File: config.mk
export PLATFORM = sky130hd
export DESIGN_NAME = tone_generator
export DESIGN_NICKNAME = d
export VERILOG_FILES = /design/src/rtl/tone_gen_pkg.sv /design/src/rtl/tone_divider.sv /design/src/rtl/tone_generator.sv
export SDC_FILE = /design/constraint.sdc
export NUM_CORES = 1
export LEC_CHECK = 0
export ABC_AREA = 1
export BUFFER_PORTS_ARGS = -buffer_cell sky130_fd_sc_hd__buf_2
export CAP_MARGIN = 15
export CELL_PAD_IN_SITES_DETAIL_PLACEMENT = 1
export CELL_PAD_IN_SITES_GLOBAL_PLACEMENT = 1
export CORE_UTILIZATION = 39
export DETAILED_ROUTE_END_ITERATION = 12
export PLACE_DENSITY = 0.88
export SLEW_MARGIN = 40
export SYNTH_ARGS = -nofsm -noshare
export SYNTH_HDL_FRONTEND = slang
export SYNTH_SLANG_ARGS = --single-unit
File: constraint.sdc
create_clock -name CLK -period 2.3 [get_ports CLK]
set_input_delay 0.23 -clock CLK [delete_from_list [all_inputs] [get_ports CLK]]
set_output_delay 0.23 -clock CLK [all_outputs]
set_load 0.02 [all_outputs]
File: src/rtl/tone_gen_pkg.sv
// Shared types and constants for the tone generator and the button-to-note mapper.
package tone_gen_pkg;

    typedef enum logic [1:0] {
        IDLE,
        PLAY,
        HOLD
    } state_t;

    localparam int unsigned DEF_FREQ_W = 29;
    localparam int unsigned MIN_HALF   = 2;

    // Half-period words in CLK cycles at 100 MHz
    localparam int unsigned NOTE_C = 191112;
    localparam int unsigned NOTE_D = 170262;
    localparam int unsigned NOTE_E = 151686;
    localparam int unsigned NOTE_G = 127551;

endpackage

File: src/rtl/tone_divider.sv
// Half-period divider: counts CLK cycles and flags the last cycle of each half-period.
module tone_divider
    import tone_gen_pkg::*;
#(
    parameter int unsigned FREQ_W = DEF_FREQ_W
) (
    input  logic              CLK,
    input  logic              RST_N,
    input  logic              clear,
    input  logic              load,
    input  logic [FREQ_W-1:0] load_val,
    output logic              boundary
);

    logic [FREQ_W-1:0] cnt;
    logic [FREQ_W-1:0] period;

    assign boundary = (period != '0) && (cnt == period - 1'b1);

    always_ff @(posedge CLK) begin
        if (!RST_N) begin
            cnt    <= '0;
            period <= '0;
        end else if (clear) begin
            cnt    <= '0;
            period <= '0;
        end else if (load) begin
            cnt    <= '0;
            period <= load_val;
        end else if (boundary) begin
            cnt    <= '0;
        end else if (period != '0) begin
            cnt    <= cnt + 1'b1;
        end
    end

endmodule

File: src/rtl/tone_generator.sv
// Square-wave speaker driver with glitch-free pitch changes and a note-start counter.
// Optional release tail enabled by defining TONE_GEN_HOLD_EN.
module tone_generator
    import tone_gen_pkg::*;
#(
    parameter int unsigned FREQ_W      = DEF_FREQ_W,
    parameter int unsigned HOLD_CYCLES = 5_000_000,
    parameter int unsigned NOTE_W      = 16
) (
    input  logic              CLK,
    input  logic              RST_N,
    input  logic [FREQ_W-1:0] FREQUENCY,
    output logic              AUDIO,
    output logic              AUD_SD,
    output logic              PLAYING,
    output logic [NOTE_W-1:0] NOTES
);

    state_t            state, state_n;
    logic [FREQ_W-1:0] freq_q;
    logic              audio_q, audio_n;
    logic [NOTE_W-1:0] notes_q;
    logic              div_clear, div_load, note_inc, boundary;

    always_ff @(posedge CLK) begin
        if (!RST_N) begin
            freq_q <= '0;
        end else if (FREQUENCY == FREQ_W'(1)) begin
            freq_q <= FREQ_W'(MIN_HALF);
        end else begin
            freq_q <= FREQUENCY;
        end
    end

    tone_divider #(
        .FREQ_W (FREQ_W)
    ) u_div (
        .CLK      (CLK),
        .RST_N    (RST_N),
        .clear    (div_clear),
        .load     (div_load),
        .load_val (freq_q),
        .boundary (boundary)
    );

`ifdef TONE_GEN_HOLD_EN
    localparam int unsigned HOLD_W = (HOLD_CYCLES > 1) ? $clog2(HOLD_CYCLES + 1) : 1;
    logic [HOLD_W-1:0] hold_cnt;
    logic              hold_done;

    assign hold_done = (hold_cnt == HOLD_W'(HOLD_CYCLES));

    always_ff @(posedge CLK) begin
        if (!RST_N || state != HOLD) begin
            hold_cnt <= '0;
        end else if (!hold_done) begin
            hold_cnt <= hold_cnt + 1'b1;
        end
    end
`endif

    always_comb begin
        state_n   = state;
        audio_n   = audio_q;
        div_clear = 1'b0;
        div_load  = 1'b0;
        note_inc  = 1'b0;
        case (state)
            IDLE: begin
                audio_n   = 1'b0;
                div_clear = 1'b1;
                if (freq_q != '0) begin
                    state_n   = PLAY;
                    audio_n   = 1'b1;
                    div_clear = 1'b0;
                    div_load  = 1'b1;
                    note_inc  = 1'b1;
                end
            end
            PLAY: begin
                if (boundary) begin
                    if (freq_q != '0) begin
                        audio_n  = ~audio_q;
                        div_load = 1'b1;
                    end else begin
`ifdef TONE_GEN_HOLD_EN
                        // Divider keeps the last period; it self-restarts at the boundary
                        state_n = HOLD;
                        audio_n = ~audio_q;
`else
                        state_n   = IDLE;
                        audio_n   = 1'b0;
                        div_clear = 1'b1;
`endif
                    end
                end
            end
            HOLD: begin
`ifdef TONE_GEN_HOLD_EN
                if (boundary) begin
                    if (freq_q != '0) begin
                        state_n  = PLAY;
                        audio_n  = ~audio_q;
                        div_load = 1'b1;
                    end else if (hold_done) begin
                        state_n   = IDLE;
                        audio_n   = 1'b0;
                        div_clear = 1'b1;
                    end else begin
                        audio_n = ~audio_q;
                    end
                end
`else
                state_n   = IDLE;
                audio_n   = 1'b0;
                div_clear = 1'b1;
`endif
            end
            default: begin
                state_n   = IDLE;
                audio_n   = 1'b0;
                div_clear = 1'b1;
            end
        endcase
    end

    always_ff @(posedge CLK) begin
        if (!RST_N) begin
            state   <= IDLE;
            audio_q <= 1'b0;
            notes_q <= '0;
        end else begin
            state   <= state_n;
            audio_q <= audio_n;
            if (note_inc && notes_q != '1) begin
                notes_q <= notes_q + 1'b1;
            end
        end
    end

    assign AUDIO   = audio_q;
    assign AUD_SD  = (state != IDLE);
    assign PLAYING = (state == PLAY);
    assign NOTES   = notes_q;

endmodule

==> results.txt, run 1 <==
----------------------------------------------------
[Detailed routing]
  Top layer reached by signal wires ... met4
  Vias per cell ... 5.31
  Sum of routed wire segments on met1 ... 8330 um
  Detailed-route DRC error count ... 0
  Wire length on met2 ... 10400 um
  Wire per inst ... 17.2 um
  Total number of vias ... 6151
  Met3 Wirelength ... 679 um
  Starting DRT DRC Count ... 260
  DRT antenna net count ... 0
  Pre-antenna DRT Iters ... 4
  WL final ... 20000 um

[Worst setup path]
  Setup crit start kind ... flip-flop
  Number of stages on the worst setup path ... 15
  Required time of the critical path ... 2550 ps
  Critical path endpoint category ... flip-flop
  CP cell instances ... nor2_1 -> nand2_1 -> nor2_1 -> nand2_1 -> o21ai_1 -> nand2_1 -> nor2_1 -> nand4_1 -> nor2_2 -> nand3_2 -> nand2_4 -> nand2_4 -> buf_12 -> nand2_1 -> a21oi_1
  Beginning of the worst register-to-register path ... u_div.period[20]$_SDFFE_PP0P_
  Crit path max-delay cell type ... sky130_fd_sc_hd__dfxtp_1
  Endpoint of the most critical register-to-register path ... u_div.period[11]$_SDFFE_PP0P_
  Number of cells on the worst reg-to-reg path ... 15
  Buf+Inv Stages, Crit Path ... 1
  Top fanout value on the critical path ... 15
  Arrival time of the worst setup path ... 2770 ps
  Internal reg-to-reg setup slack ... -220 ps
  Top delay family on crit path ... simple AND/OR/NAND/NOR gates
  Cell with the most instances on the worst path ... sky130_fd_sc_hd__nand2_1
  Category of the critical setup timing path ... flip-flop to flip-flop
  Worst path max stage delay ... 380 ps

[Min path]
  Hold Crit Class ... input port to flip-flop
  Origin of the worst min-delay path ... FREQUENCY[28]
  Hold Path End ... freq_q[28]$_SDFF_PP0_
  Count of cells along the worst hold path ... 3

[Clock network]
  Total of hold buffers inserted after clock tree synthesis ... 0
  Clock transition at the registers of the reported paths ... 90 ps
  Number of CTS-inserted buffers ... 9
  Clock Path Buffers ... 2
  Clock tree from TritonCTS ... built
  Number of clock sinks ... 105
  Clock latency reported for the late side of the worst-skew pair ... 380 ps
  H-tree levels ... 3
  Clock root buffer ... sky130_fd_sc_hd__clkbuf_16

[Cells and area]
  Antenna Cells ... 0
  Area grow syn2layout ... 27.5%
  Share of final-layout standard cells stronger than drive strength 1 ... 0.219
  Number of nets in the layout ... 1009
  Most frequent cells in the layout ... sky130_fd_sc_hd__nand2_1, sky130_fd_sc_hd__nor2_1, sky130_fd_sc_hd__inv_1
  Layout Cells excl Fill ... 1159
  Finished layout cell area ... 0.00732 mm2
  Leading cell type in the layout, fill and taps excluded ... sky130_fd_sc_hd__nand2_1

[Yosys]
  Post-synth cell types ... 39
  Netlist area before placement ... 0.00574 mm2
  Share of the synthesized area in the top cell type ... 0.366
  Main combinational cell family by area after synthesis ... simple AND/OR/NAND/NOR gates
  Share of cell area taken by muxes after synthesis ... 0
  Share of the yosys chip area belonging to registers ... 0.366
  Yosys reg bits ... 105
  Cells after Synth ... 871
  Post-Synth Adder-Cell Area ... 0.00872
  Leading register cell type out of synthesis ... sky130_fd_sc_hd__dfxtp_1
  EDFF count, synth ... 0
  Synthesized netlist net count ... 906
  Cell types occupying the most area after synthesis ... sky130_fd_sc_hd__dfxtp_1, sky130_fd_sc_hd__nand2_1, sky130_fd_sc_hd__nor2_1
  Avg Synthesized Cell Area ... 6.59 um2
  Xor/xnor share of the synthesized area ... 0.0634
  Share of synthesized cell area in and, or, nand and nor gates ... 0.382
  Compound-Gate Fraction of Synth Area ... 0.0741
  Ys Warns ... 0
  Fraction of synthesis flops using an asynchronous set or reset pin ... 0
  Cell accounting for the most synthesized area ... sky130_fd_sc_hd__dfxtp_1

[Power and ir drop]
  Internal power ... 3.12 mW
  Power share of the sequential group ... 0.427
  Portion of total power attributed to the clock network ... 0.382
  Power per cell area ... 621 mW/mm2
  Leak ... 3.24 nW
  Psw ... 1.43 mW
  Portion of total power attributed to combinational logic ... 0.191
  Switching share of total power ... 0.314
  Largest vdd supply drop ... 0.423 mV

[Floorplanning]
  Floorplan row count ... 43
  Die Ht ... 123 um
  Die X-Extent ... 123 um
  Initial standard-cell utilization of the core ... 0.407
  Area of the die ... 0.0152 mm2
  Core Area ... 0.0141 mm2
  I/O pin count ... 50

[Placement]
  Detailed Place HPWL ... 13400 um
  Final weighted congestion of routability-driven global placement ... 0.858
  Count of buffers inserted at the top-level ports ... 49
  Cell Area, Placed ... 0.00657 mm2
  Number of placed instances with taps included ... 1134

[STA]
  Share of the cycle needed by the critical path after routing ... 1.09
  Highest Clock Rate ... 0.397 GHz
  Relative slew slack ... 0.680
  Final setup violating endpoints ... 59
  Final max-slew violation count ... 0
  Final-report hold violation count ... 0
  Worst slack on hold paths ... 58.6 ps
  Least-Margin Pin Slew ... 475 ps
  Final setup margin ... -218 ps
  Minimum period implied by the final worst setup slack ... 2520 ps
  Total negative setup slack ... -9430 ps
  Unrepaired setup endpoints after global routing ... yes
  Clock tree skew after final layout ... 15.1 ps

[Outcome]
  Violations in the final reports ... setup timing
  Outcome ... complete, but fails checks

[Global routing]
  GRT Residual Overflow ... 0
  First-pass GRT wire length ... 28300 um
  Initial antenna violation count ... 0
  Pin count of the biggest net entering global routing ... 31
  Global router's overall resource usage ... 0.241
  Number of global-route vias before repair ... 5910

[Job]
  Max_cap viols ... 0

----------------------------------------------------
[synth_stat cells (2+ instances only)]
cell type	number
sky130_fd_sc_hd__a21oi_1	60
sky130_fd_sc_hd__buf_2	7
sky130_fd_sc_hd__buf_4	4
sky130_fd_sc_hd__buf_6	3
sky130_fd_sc_hd__clkbuf_1	10
sky130_fd_sc_hd__clkinv_1	2
sky130_fd_sc_hd__dfxtp_1	105
sky130_fd_sc_hd__ha_1	4
sky130_fd_sc_hd__inv_1	119
sky130_fd_sc_hd__nand2_1	180
sky130_fd_sc_hd__nand2_2	5
sky130_fd_sc_hd__nand3_1	73
sky130_fd_sc_hd__nand3b_1	4
sky130_fd_sc_hd__nand4_1	28
sky130_fd_sc_hd__nor2_1	144
sky130_fd_sc_hd__nor2_2	7
sky130_fd_sc_hd__nor3_1	26
sky130_fd_sc_hd__nor3b_1	2
sky130_fd_sc_hd__nor4_1	16
sky130_fd_sc_hd__o21ai_0	15
sky130_fd_sc_hd__or2_2	2
sky130_fd_sc_hd__xnor2_1	11
sky130_fd_sc_hd__xor2_1	28
[worst max path at each step]
stage	startpoint	to	slack, ps
3_3_place_gp	u_div.period[0]$_SDFFE_PP0P_	u_div.cnt[2]$_SDFFE_PP0P_	-40
6_report	u_div.period[20]$_SDFFE_PP0P_	u_div.period[11]$_SDFFE_PP0P_	-220
2_1_floorplan	u_div.period[0]$_SDFFE_PP0P_	u_div.period[20]$_SDFFE_PP0P_	130
5_1_grt	u_div.period[20]$_SDFFE_PP0P_	u_div.period[11]$_SDFFE_PP0P_	-430
4_1_cts	u_div.period[1]$_SDFFE_PP0P_	u_div.period[1]$_SDFFE_PP0P_	-1
3_5_place_dp	u_div.period[0]$_SDFFE_PP0P_	u_div.period[1]$_SDFFE_PP0P_	-160
[logic make-up after synthesis]
kind of cell	count (synthesis)
adder cells (fa/ha/maj)	4
XOR/XNOR	40
flip-flops	105
AO/OA/AOI/OAI	82
buffers and inverters	147
AND/OR/NAND/NOR	493
[registers in the layout, indices dropped and copies added, names as in the netlist]
register / count
u_div.cnt: 29
freq_q: 29
NOTES: 16
state: 1
AUDIO: 1
u_div.period: 29
[worst reg2reg max path, stage by stage (launching register included)]
cell,delay [ps]
sky130_fd_sc_hd__dfxtp_1,380
sky130_fd_sc_hd__nor2_1,240
sky130_fd_sc_hd__nand2_1,90
sky130_fd_sc_hd__nor2_1,230
sky130_fd_sc_hd__nand2_1,120
sky130_fd_sc_hd__o21ai_1,160
sky130_fd_sc_hd__nand2_1,70
sky130_fd_sc_hd__nor2_1,110
sky130_fd_sc_hd__nand4_1,110
sky130_fd_sc_hd__nor2_2,150
sky130_fd_sc_hd__nand3_2,100
sky130_fd_sc_hd__nand2_4,170
sky130_fd_sc_hd__nand2_4,120
sky130_fd_sc_hd__buf_12,180
sky130_fd_sc_hd__nand2_1,80
sky130_fd_sc_hd__a21oi_1,90
[routing by layer]
| layer | global-route usage | up-vias |
|---|---|---|
| met2 | 0.431 | 138 |
| met1 | 0.290 | 2982 |
| met3 | 0.0397 | 42 |
| li1 | - | 2989 |
| met5 | 0 | - |
| met4 | 0.0866 | 0 |
[power groups by stage]
stage	registers, mW	clock network (mW)	logic, mW
after floorplan	1.97	0	0.486
after global placement	1.97	0	0.708
after detailed placement	1.97	0	0.740
after CTS	1.93	1.76	0.776
after global routing	1.95	1.82	0.949
final	1.94	1.74	0.868
[layout make-up]
| type | instances | area, um2 |
|---|---|---|
| fillers | 1842 | 6770 |
| multi-input cells | 619 | 3250 |
| flip-flops and latches | 105 | 2110 |
| repair buffers | 117 | 941 |
| inverters | 122 | 458 |
| clock buffers | 9 | 225 |
| well taps | 180 | 225 |
| clock inverters | 7 | 113 |
[what timing repair did]
item                                    in CTS  in global routing
pin swaps                                    2                  3
gates resized for setup                     19                 56
gates cloned                                 1                  7
endpoints found under the setup margin      61                 65
setup buffers                                0                  1
[per-stage QoR]
stage / util / power [mW] / worst slack, ps
after floorplan: - / 2.46 / 132
after global placement: 0.466 / 2.68 / -44.9
after detailed placement: 0.466 / 2.71 / -156
after CTS: 0.496 / 4.47 / -1.04
after global routing: 0.520 / 4.72 / -429
final: 0.520 / 4.55 / -218
(Power assumes the default switching activity.)
==> run 2: changes to the inputs <==
--- a/config.mk
+++ b/config.mk
@@ -6,7 +6,7 @@
 export NUM_CORES = 1
 export LEC_CHECK = 0
 export ABC_AREA = 1
-export BUFFER_PORTS_ARGS = -buffer_cell sky130_fd_sc_hd__buf_2
+export BUFFER_PORTS_ARGS = -buffer_cell sky130_fd_sc_hd__buf_4
 export CAP_MARGIN = 15
 export CELL_PAD_IN_SITES_DETAIL_PLACEMENT = 1
 export CELL_PAD_IN_SITES_GLOBAL_PLACEMENT = 1
==> results.txt, run 2 (same netlist as run 1, synthesis figures left out) <==
----------------------------------------------------
[Floorplanning]
  Core Area ... 0.0141 mm2 (unchanged)
  Floorplan row count ... 43 (unchanged)
  Die X-Extent ... 123 um (unchanged)
  I/O pin count ... 50 (unchanged)
  Area of the die ... 0.0152 mm2 (unchanged)
  Initial standard-cell utilization of the core ... 0.407 (unchanged)
  Die Ht ... 123 um (unchanged)

[Detailed routing]
  DRT antenna net count ... 0 (unchanged)
  WL final ... 24200 um (+21%)
  Starting DRT DRC Count ... 439 (+69%)
  Total number of vias ... 6590 (+7.1%)
  Pre-antenna DRT Iters ... 5 (+1)
  Wire per inst ... 20.6 um (+20%)
  Vias per cell ... 5.63 (+6.1%)
  Detailed-route DRC error count ... 0 (unchanged)

[Power and ir drop]
  Portion of total power attributed to combinational logic ... 0.232 (+0.041)
  Power share of the sequential group ... 0.422 (-0.005)
  Largest vdd supply drop ... 0.508 mV (+20%)
  Switching share of total power ... 0.332 (+0.0184)
  Power per cell area ... 595 mW/mm2 (-4.2%)
  Leak ... 3.43 nW (+5.8%)
  Portion of total power attributed to the clock network ... 0.347 (-0.035)
  Internal power ... 3.10 mW (-0.53%)
  Psw ... 1.54 mW (+8.2%)

[Cells and area]
  Leading cell type in the layout, fill and taps excluded ... sky130_fd_sc_hd__nand2_1
  Number of nets in the layout ... 1020 (+1.1%)
  Antenna Cells ... 0 (unchanged)
  Number of inserted filler cells in the final layout ... 1788 (-2.9%)
  Finished layout cell area ... 0.00781 mm2 (+6.7%)
  Total area of sequential cells ... 0.00213 mm2 (+0.77%)
  Most frequent cells in the layout ... sky130_fd_sc_hd__nand2_1, sky130_fd_sc_hd__inv_1, sky130_fd_sc_hd__nor2_1, sky130_fd_sc_hd__buf_4, sky130_fd_sc_hd__dfxtp_1
  Share of final-layout standard cells stronger than drive strength 1 ... 0.281 (+0.0622)
  Multi-input logic area ... 0.00352 mm2 (+8.1%)
  Layout Cells excl Fill ... 1170 (+0.95%)
  Area grow syn2layout ... 36.1%
  Largest registers ... freq_q: 29 flops, u_div.cnt: 29 flops, u_div.period: 29 flops

[Worst setup path]
  Arrival time of the worst setup path ... 2960 ps (+190 ps)
  Top fanout value on the critical path ... 14 (-1)
  Critical path endpoint category ... flip-flop
  Required time of the critical path ... 2580 ps (+30 ps)
  Category of the critical setup timing path ... flip-flop to flip-flop
  Setup crit start kind ... flip-flop

[Clock network]
  Clock latency reported for the late side of the worst-skew pair ... 370 ps (about the same)
  Number of CTS-inserted buffers ... 9 (unchanged)
  Number of clock sinks ... 105 (unchanged)
  Clock Path Buffers ... 2 (unchanged)
  Clock transition at the registers of the reported paths ... 80 ps (about the same)
  H-tree levels ... 3 (unchanged)
  Clock tree from TritonCTS ... built
  Clock root buffer ... sky130_fd_sc_hd__clkbuf_16

[Global routing]
  First-pass GRT wire length ... 31700 um (+12%)
  Number of global-route vias before repair ... 6426 (+8.7%)
  Initial antenna violation count ... 0 (unchanged)
  GRT Residual Overflow ... 0 (unchanged)
  Pin count of the biggest net entering global routing ... 31 (unchanged)
  Global router's overall resource usage ... 0.272 (+0.0302)

[STA]
  Final setup violating endpoints ... 63 (+6.8%)
  Minimum period implied by the final worst setup slack ... 2680 ps (+162 ps)
  Clock tree skew after final layout ... 11.4 ps (-3.76 ps)
  Final-report hold violation count ... 0 (unchanged)
  Least-Margin Pin Slew ... 563 ps (+87.7 ps)
  Highest Clock Rate ... 0.373 GHz (-6.0%)
  Share of the cycle needed by the critical path after routing ... 1.17 (+0.0704)
  Relative slew slack ... 0.621 (-0.0590)
  Unrepaired setup endpoints after global routing ... yes
  Final max-slew violation count ... 0 (unchanged)
  Final setup margin ... -380 ps (-162 ps)

[Placement]
  Final weighted congestion of routability-driven global placement ... 0.844 (-1.7%)
  Number of placed instances with taps included ... 1135 (+0.088%)
  Cell Area, Placed ... 0.00670 mm2 (+2.0%)
  Detailed Place HPWL ... 13300 um (-0.61%)
  Count of buffers inserted at the top-level ports ... 49 (unchanged)

[Outcome]
  Outcome ... complete, but fails checks
  Violations in the final reports ... setup timing

[Job]
  Max_cap viols ... 0 (unchanged)

[Min path]
  Hold Crit Class ... input port to flip-flop

----------------------------------------------------
-- run 2: per-stage QoR --
| step | hold slack, ps | worst slack (ps) | TNS, ps | util | total power [mW] |
|---|---|---|---|---|---|
| floorplan | 328 | 132 | 0 | - | 2.46 |
| global placement | 433 | -89.9 | -4310 | 0.475 | 2.69 |
| detailed placement | 444 | -182 | -9770 | 0.475 | 2.73 |
| CTS | 63.8 | -53.1 | -392 | 0.517 | 4.39 |
| global route | 88.7 | -462 | -23270 | 0.554 | 4.80 |
| finish | 86.2 | -380 | -18630 | 0.554 | 4.65 |
-- run 2: power groups by stage --
stage	Sequential, mW	Clock, mW	Combinational, mW
after detailed placement	1.97	0	0.751
after CTS	1.94	1.61	0.845
after global routing	1.96	1.69	1.15
after floorplan	1.97	0	0.486
final	1.96	1.61	1.08
after global placement	1.97	0	0.722
-- run 2: final timing paths --
check / cells after the start / startpoint / slack [ps] / end
setup / recovery: 14 / u_div.period[18]$_SDFFE_PP0P_ / -380 / u_div.period[7]$_SDFFE_PP0P_
hold / removal: 3 / FREQUENCY[28] / 90 / freq_q[28]$_SDFF_PP0_
setup reg to reg: 14 / u_div.period[18]$_SDFFE_PP0P_ / -380 / u_div.period[7]$_SDFFE_PP0P_
hold reg to reg: 2 / freq_q[9]$_SDFF_PP0_ / 500 / u_div.period[9]$_SDFFE_PP0P_
-- run 2: layout make-up --
| class | count | share of cell area |
|---|---|---|
| clock buffer | 10 | 0.0306 |
| clock inverter | 6 | 0.00865 |
| inverter | 122 | 0.0586 |
| multi-input combinational | 619 | 0.450 |
| sequential | 105 | 0.272 |
| tap | 180 | 0.0288 |
| timing repair buffer | 128 | 0.151 |
-- run 2: repair_timing --
action	in CTS	in global routing
hold buffers	0	0
setup endpoints to repair	60	67
pin swaps	12	32
gates cloned	3	6
resized for setup	57	103
setup buffers	5	6
-- run 2: per-layer routing --
layer,global-route usage,share of wire,up-vias
met5,0,0,-
met4,0.111,0.054,0
met3,0.0544,0.047,122
met2,0.483,0.50,258
met1,0.316,0.40,3192
li1,-,-,3018
-- run 2: critical path, cell delays in order, from the launching register on --
cell,delay [ps]
sky130_fd_sc_hd__dfxtp_1,420
sky130_fd_sc_hd__nor2_1,230
sky130_fd_sc_hd__nand2_1,110
sky130_fd_sc_hd__nor2_2,190
sky130_fd_sc_hd__nand2_1,120
sky130_fd_sc_hd__o21ai_2,130
sky130_fd_sc_hd__nand2_1,90
sky130_fd_sc_hd__nor2_2,90
sky130_fd_sc_hd__nand4_1,200
sky130_fd_sc_hd__nor2_4,200
sky130_fd_sc_hd__nand3_4,120
sky130_fd_sc_hd__nand2_8,170
sky130_fd_sc_hd__clkbuf_16,200
sky130_fd_sc_hd__nand2_1,100
sky130_fd_sc_hd__a21oi_1,220
==> run 3: changes to the inputs <==
--- a/config.mk
+++ b/config.mk
@@ -10,9 +10,9 @@
 export CAP_MARGIN = 15
 export CELL_PAD_IN_SITES_DETAIL_PLACEMENT = 1
 export CELL_PAD_IN_SITES_GLOBAL_PLACEMENT = 1
-export CORE_UTILIZATION = 39
+export CORE_UTILIZATION = 43
 export DETAILED_ROUTE_END_ITERATION = 12
-export PLACE_DENSITY = 0.88
+export PLACE_DENSITY = 0.91
 export SLEW_MARGIN = 40
 export SYNTH_ARGS = -nofsm -noshare
 export SYNTH_HDL_FRONTEND = slang
==> constraint.sdc (replaced) <==
create_clock -name CLK -period 2.65 [get_ports CLK]
set_input_delay 0.265 -clock CLK [delete_from_list [all_inputs] [get_ports CLK]]
set_output_delay 0.265 -clock CLK [all_outputs]
set_load 0.02 [all_outputs]
==> results.txt, run 3 (same netlist as run 1, synthesis figures left out) <==
----------------------------------------------------
[Worst setup path]
  Required time of the critical path ... 2900 ps (+320 ps)
  Beginning of the worst register-to-register path ... u_div.period[4]$_SDFFE_PP0P_
  Category of the critical setup timing path ... flip-flop to flip-flop
  Setup crit start kind ... flip-flop
  Critical path endpoint category ... flip-flop
  Arrival time of the worst setup path ... 2740 ps (-220 ps)
  Top fanout value on the critical path ... 23 (+9)
  Beginning of the critical path ... u_div.period[4]$_SDFFE_PP0P_

[Clock network]
  Total of hold buffers inserted after clock tree synthesis ... 0 (unchanged)
  Clock root buffer ... sky130_fd_sc_hd__clkbuf_16
  Clock tree from TritonCTS ... built
  Clock transition at the registers of the reported paths ... 70 ps (about the same)
  Clock latency reported for the late side of the worst-skew pair ... 360 ps (about the same)
  Clock Path Buffers ... 2 (unchanged)
  H-tree levels ... 3 (unchanged)
  Number of clock sinks ... 105 (unchanged)
  Number of CTS-inserted buffers ... 9 (unchanged)

[STA]
  Final max-slew violation count ... 0 (unchanged)
  Highest Clock Rate ... 0.402 GHz (+7.8%)
  Unrepaired setup endpoints after global routing ... yes
  Total negative setup slack ... 0 ps (+18630 ps)
  Relative slew slack ... 0.551 (-0.0701)
  Least-Margin Pin Slew ... 669 ps (+106 ps)
  Share of the cycle needed by the critical path after routing ... 0.938 (-0.227)
  Clock tree skew after final layout ... 11.7 ps (+0.298 ps)
  Final-report hold violation count ... 0 (unchanged)
  Final setup violating endpoints ... 0 (-100%)
  Minimum period implied by the final worst setup slack ... 2490 ps (-194 ps)

[Power and ir drop]
  Leak ... 2.90 nW (-15%)
  Power per cell area ... 541 mW/mm2 (-9.0%)
  Power share of the sequential group ... 0.466 (+0.044)
  Portion of total power attributed to the clock network ... 0.361 (+0.014)
  Internal power ... 2.52 mW (-19%)
  Power consumption ... 3.62 mW (-22%)
  Switching share of total power ... 0.303 (-0.0290)
  Psw ... 1.10 mW (-29%)
  Largest vdd supply drop ... 0.432 mV (-15%)
  Portion of total power attributed to combinational logic ... 0.173 (-0.059)

[Floorplanning]
  Die Ht ... 118 um (-4.7%)
  Floorplan row count ... 41 (-4.7%)
  Core Area ... 0.0128 mm2 (-9.0%)
  Initial standard-cell utilization of the core ... 0.448 (+0.0404)
  I/O pin count ... 50 (unchanged)
  Die X-Extent ... 118 um (-4.7%)
  Area of the die ... 0.0138 mm2 (-9.2%)

[Cells and area]
  Most frequent cells in the layout ... sky130_fd_sc_hd__nand2_1, sky130_fd_sc_hd__nor2_1, sky130_fd_sc_hd__inv_1
  Number of nets in the layout ... 960 (-5.9%)
  Largest registers ... freq_q: 29 flops, u_div.cnt: 29 flops, u_div.period: 29 flops
  Area grow syn2layout ... 16.6%
  Antenna Cells ... 0 (unchanged)
  Leading cell type in the layout, fill and taps excluded ... sky130_fd_sc_hd__nand2_1
  Share of final-layout standard cells stronger than drive strength 1 ... 0.125 (-0.156)
  Number of inserted filler cells in the final layout ... 1757 (-1.7%)

[Outcome]
  Outcome ... finished clean

[Detailed routing]
  DRT antenna net count ... 0 (unchanged)
  WL final ... 17100 um (-29%)
  Wire per inst ... 15.6 um (-25%)
  Vias per cell ... 5.27 (-6.5%)
  Starting DRT DRC Count ... 311 (-29%)
  Detailed-route DRC error count ... 0 (unchanged)
  Pre-antenna DRT Iters ... 5 (unchanged)
  Total number of vias ... 5797 (-12%)

[Global routing]
  Global router's overall resource usage ... 0.252 (-0.0200)
  Initial antenna violation count ... 0 (unchanged)
  Number of global-route vias before repair ... 5884 (-8.4%)
  GRT Residual Overflow ... 0 (unchanged)
  First-pass GRT wire length ... 28000 um (-12%)
  Pin count of the biggest net entering global routing ... 31 (unchanged)

[Placement]
  Final weighted congestion of routability-driven global placement ... 0.843 (about the same)
  Count of buffers inserted at the top-level ports ... 49 (unchanged)
  Detailed Place HPWL ... 12900 um (-3.1%)

[Min path]
  Origin of the worst min-delay path ... FREQUENCY[28]
  Hold Crit Class ... input port to flip-flop

[Job]
  Max_cap viols ... 0 (unchanged)

----------------------------------------------------
run 3: cell count changes in the layout (fill, tap and decap cells not counted), moves of 13 or more:
cell and change:
sky130_fd_sc_hd__a21oi_2 -14, sky130_fd_sc_hd__a21oi_1 +14, sky130_fd_sc_hd__nand2_1 +30, sky130_fd_sc_hd__nor2_2 -19
sky130_fd_sc_hd__nand2_2 -14, sky130_fd_sc_hd__dfxtp_1 +13, sky130_fd_sc_hd__nor2_1 +28, sky130_fd_sc_hd__buf_4 -48
run 3: critical path, cell delays in order (launching register included):
cell and delay (ps):
sky130_fd_sc_hd__dfxtp_1 370, sky130_fd_sc_hd__nor2_1 190, sky130_fd_sc_hd__nand2_1 140, sky130_fd_sc_hd__nor2_4 180
sky130_fd_sc_hd__buf_4 150, sky130_fd_sc_hd__nand3_1 70, sky130_fd_sc_hd__nand2_1 70, sky130_fd_sc_hd__nand2_1 50
sky130_fd_sc_hd__nor2_1 110, sky130_fd_sc_hd__nand4_1 120, sky130_fd_sc_hd__nor2_2 150, sky130_fd_sc_hd__nand3_2 150
sky130_fd_sc_hd__nand2_4 140, sky130_fd_sc_hd__nand2_1 100, sky130_fd_sc_hd__buf_6 190, sky130_fd_sc_hd__nand2_1 100
sky130_fd_sc_hd__a21oi_1 70
run 3: path summary, 6_finish.rpt:
check	cells past startpoint	slack (ps)	endpoint
max	16	160	u_div.period[10]$_SDFFE_PP0P_
min	3	100	freq_q[28]$_SDFF_PP0_
max reg2reg	16	160	u_div.period[10]$_SDFFE_PP0P_
min reg2reg	2	490	u_div.period[5]$_SDFFE_PP0P_
run 3: metrics by stage:
step | util | setup WS, ps | instance area [um2] | hold slack (ps) | cells
6_report | 0.522 | 164 | 6690 | 96.9 | 1101
5_1_grt | 0.522 | -68.1 | 6690 | 106 | 1101
4_1_cts | 0.514 | 4.42 | 6600 | 87.5 | 1094
3_5_place_dp | 0.491 | -68.3 | 6300 | 471 | 1079
3_3_place_gp | 0.491 | 87.1 | 6300 | 466 | 1079
2_1_floorplan | - | 482 | 5740 | 363 | 871
run 3: power groups by stage:
| stage | sequential [mW] | combinational [mW] | clock [mW] |
|---|---|---|---|
| after CTS | 1.68 | 0.602 | 1.33 |
| final | 1.69 | 0.628 | 1.31 |
| after global placement | 1.72 | 0.568 | 0 |
| after detailed placement | 1.72 | 0.590 | 0 |
| after floorplan | 1.71 | 0.422 | 0 |
| after global routing | 1.69 | 0.707 | 1.39 |
run 3: what timing repair did:
action,4_1_cts,5_1_grt
endpoints found under the hold margin,0,0
gates cloned,0,1
pin swaps,0,4
resized for setup,2,14
endpoints found under the setup margin,33,62
setup buffers,0,6
run 3: per-layer routing:
metal  wire [um]  track usage  part of all wire
met5           0            0                 0
met4         272       0.0697             0.016
met3         604       0.0470             0.035
met2        8740        0.456              0.51
met1        7530        0.302              0.44
run 3: layout make-up:
class | count | area, um2 | share of cell area
Sequential cell | 105 | 2100 | 0.314
Clock buffer | 9 | 225 | 0.0337
Multi-Input combinational cell | 620 | 3080 | 0.461
Timing Repair Buffer | 67 | 544 | 0.0813
Tap cell | 172 | 215 | 0.0322
Inverter | 122 | 458 | 0.0684
Clock inverter | 6 | 61.3 | 0.00916
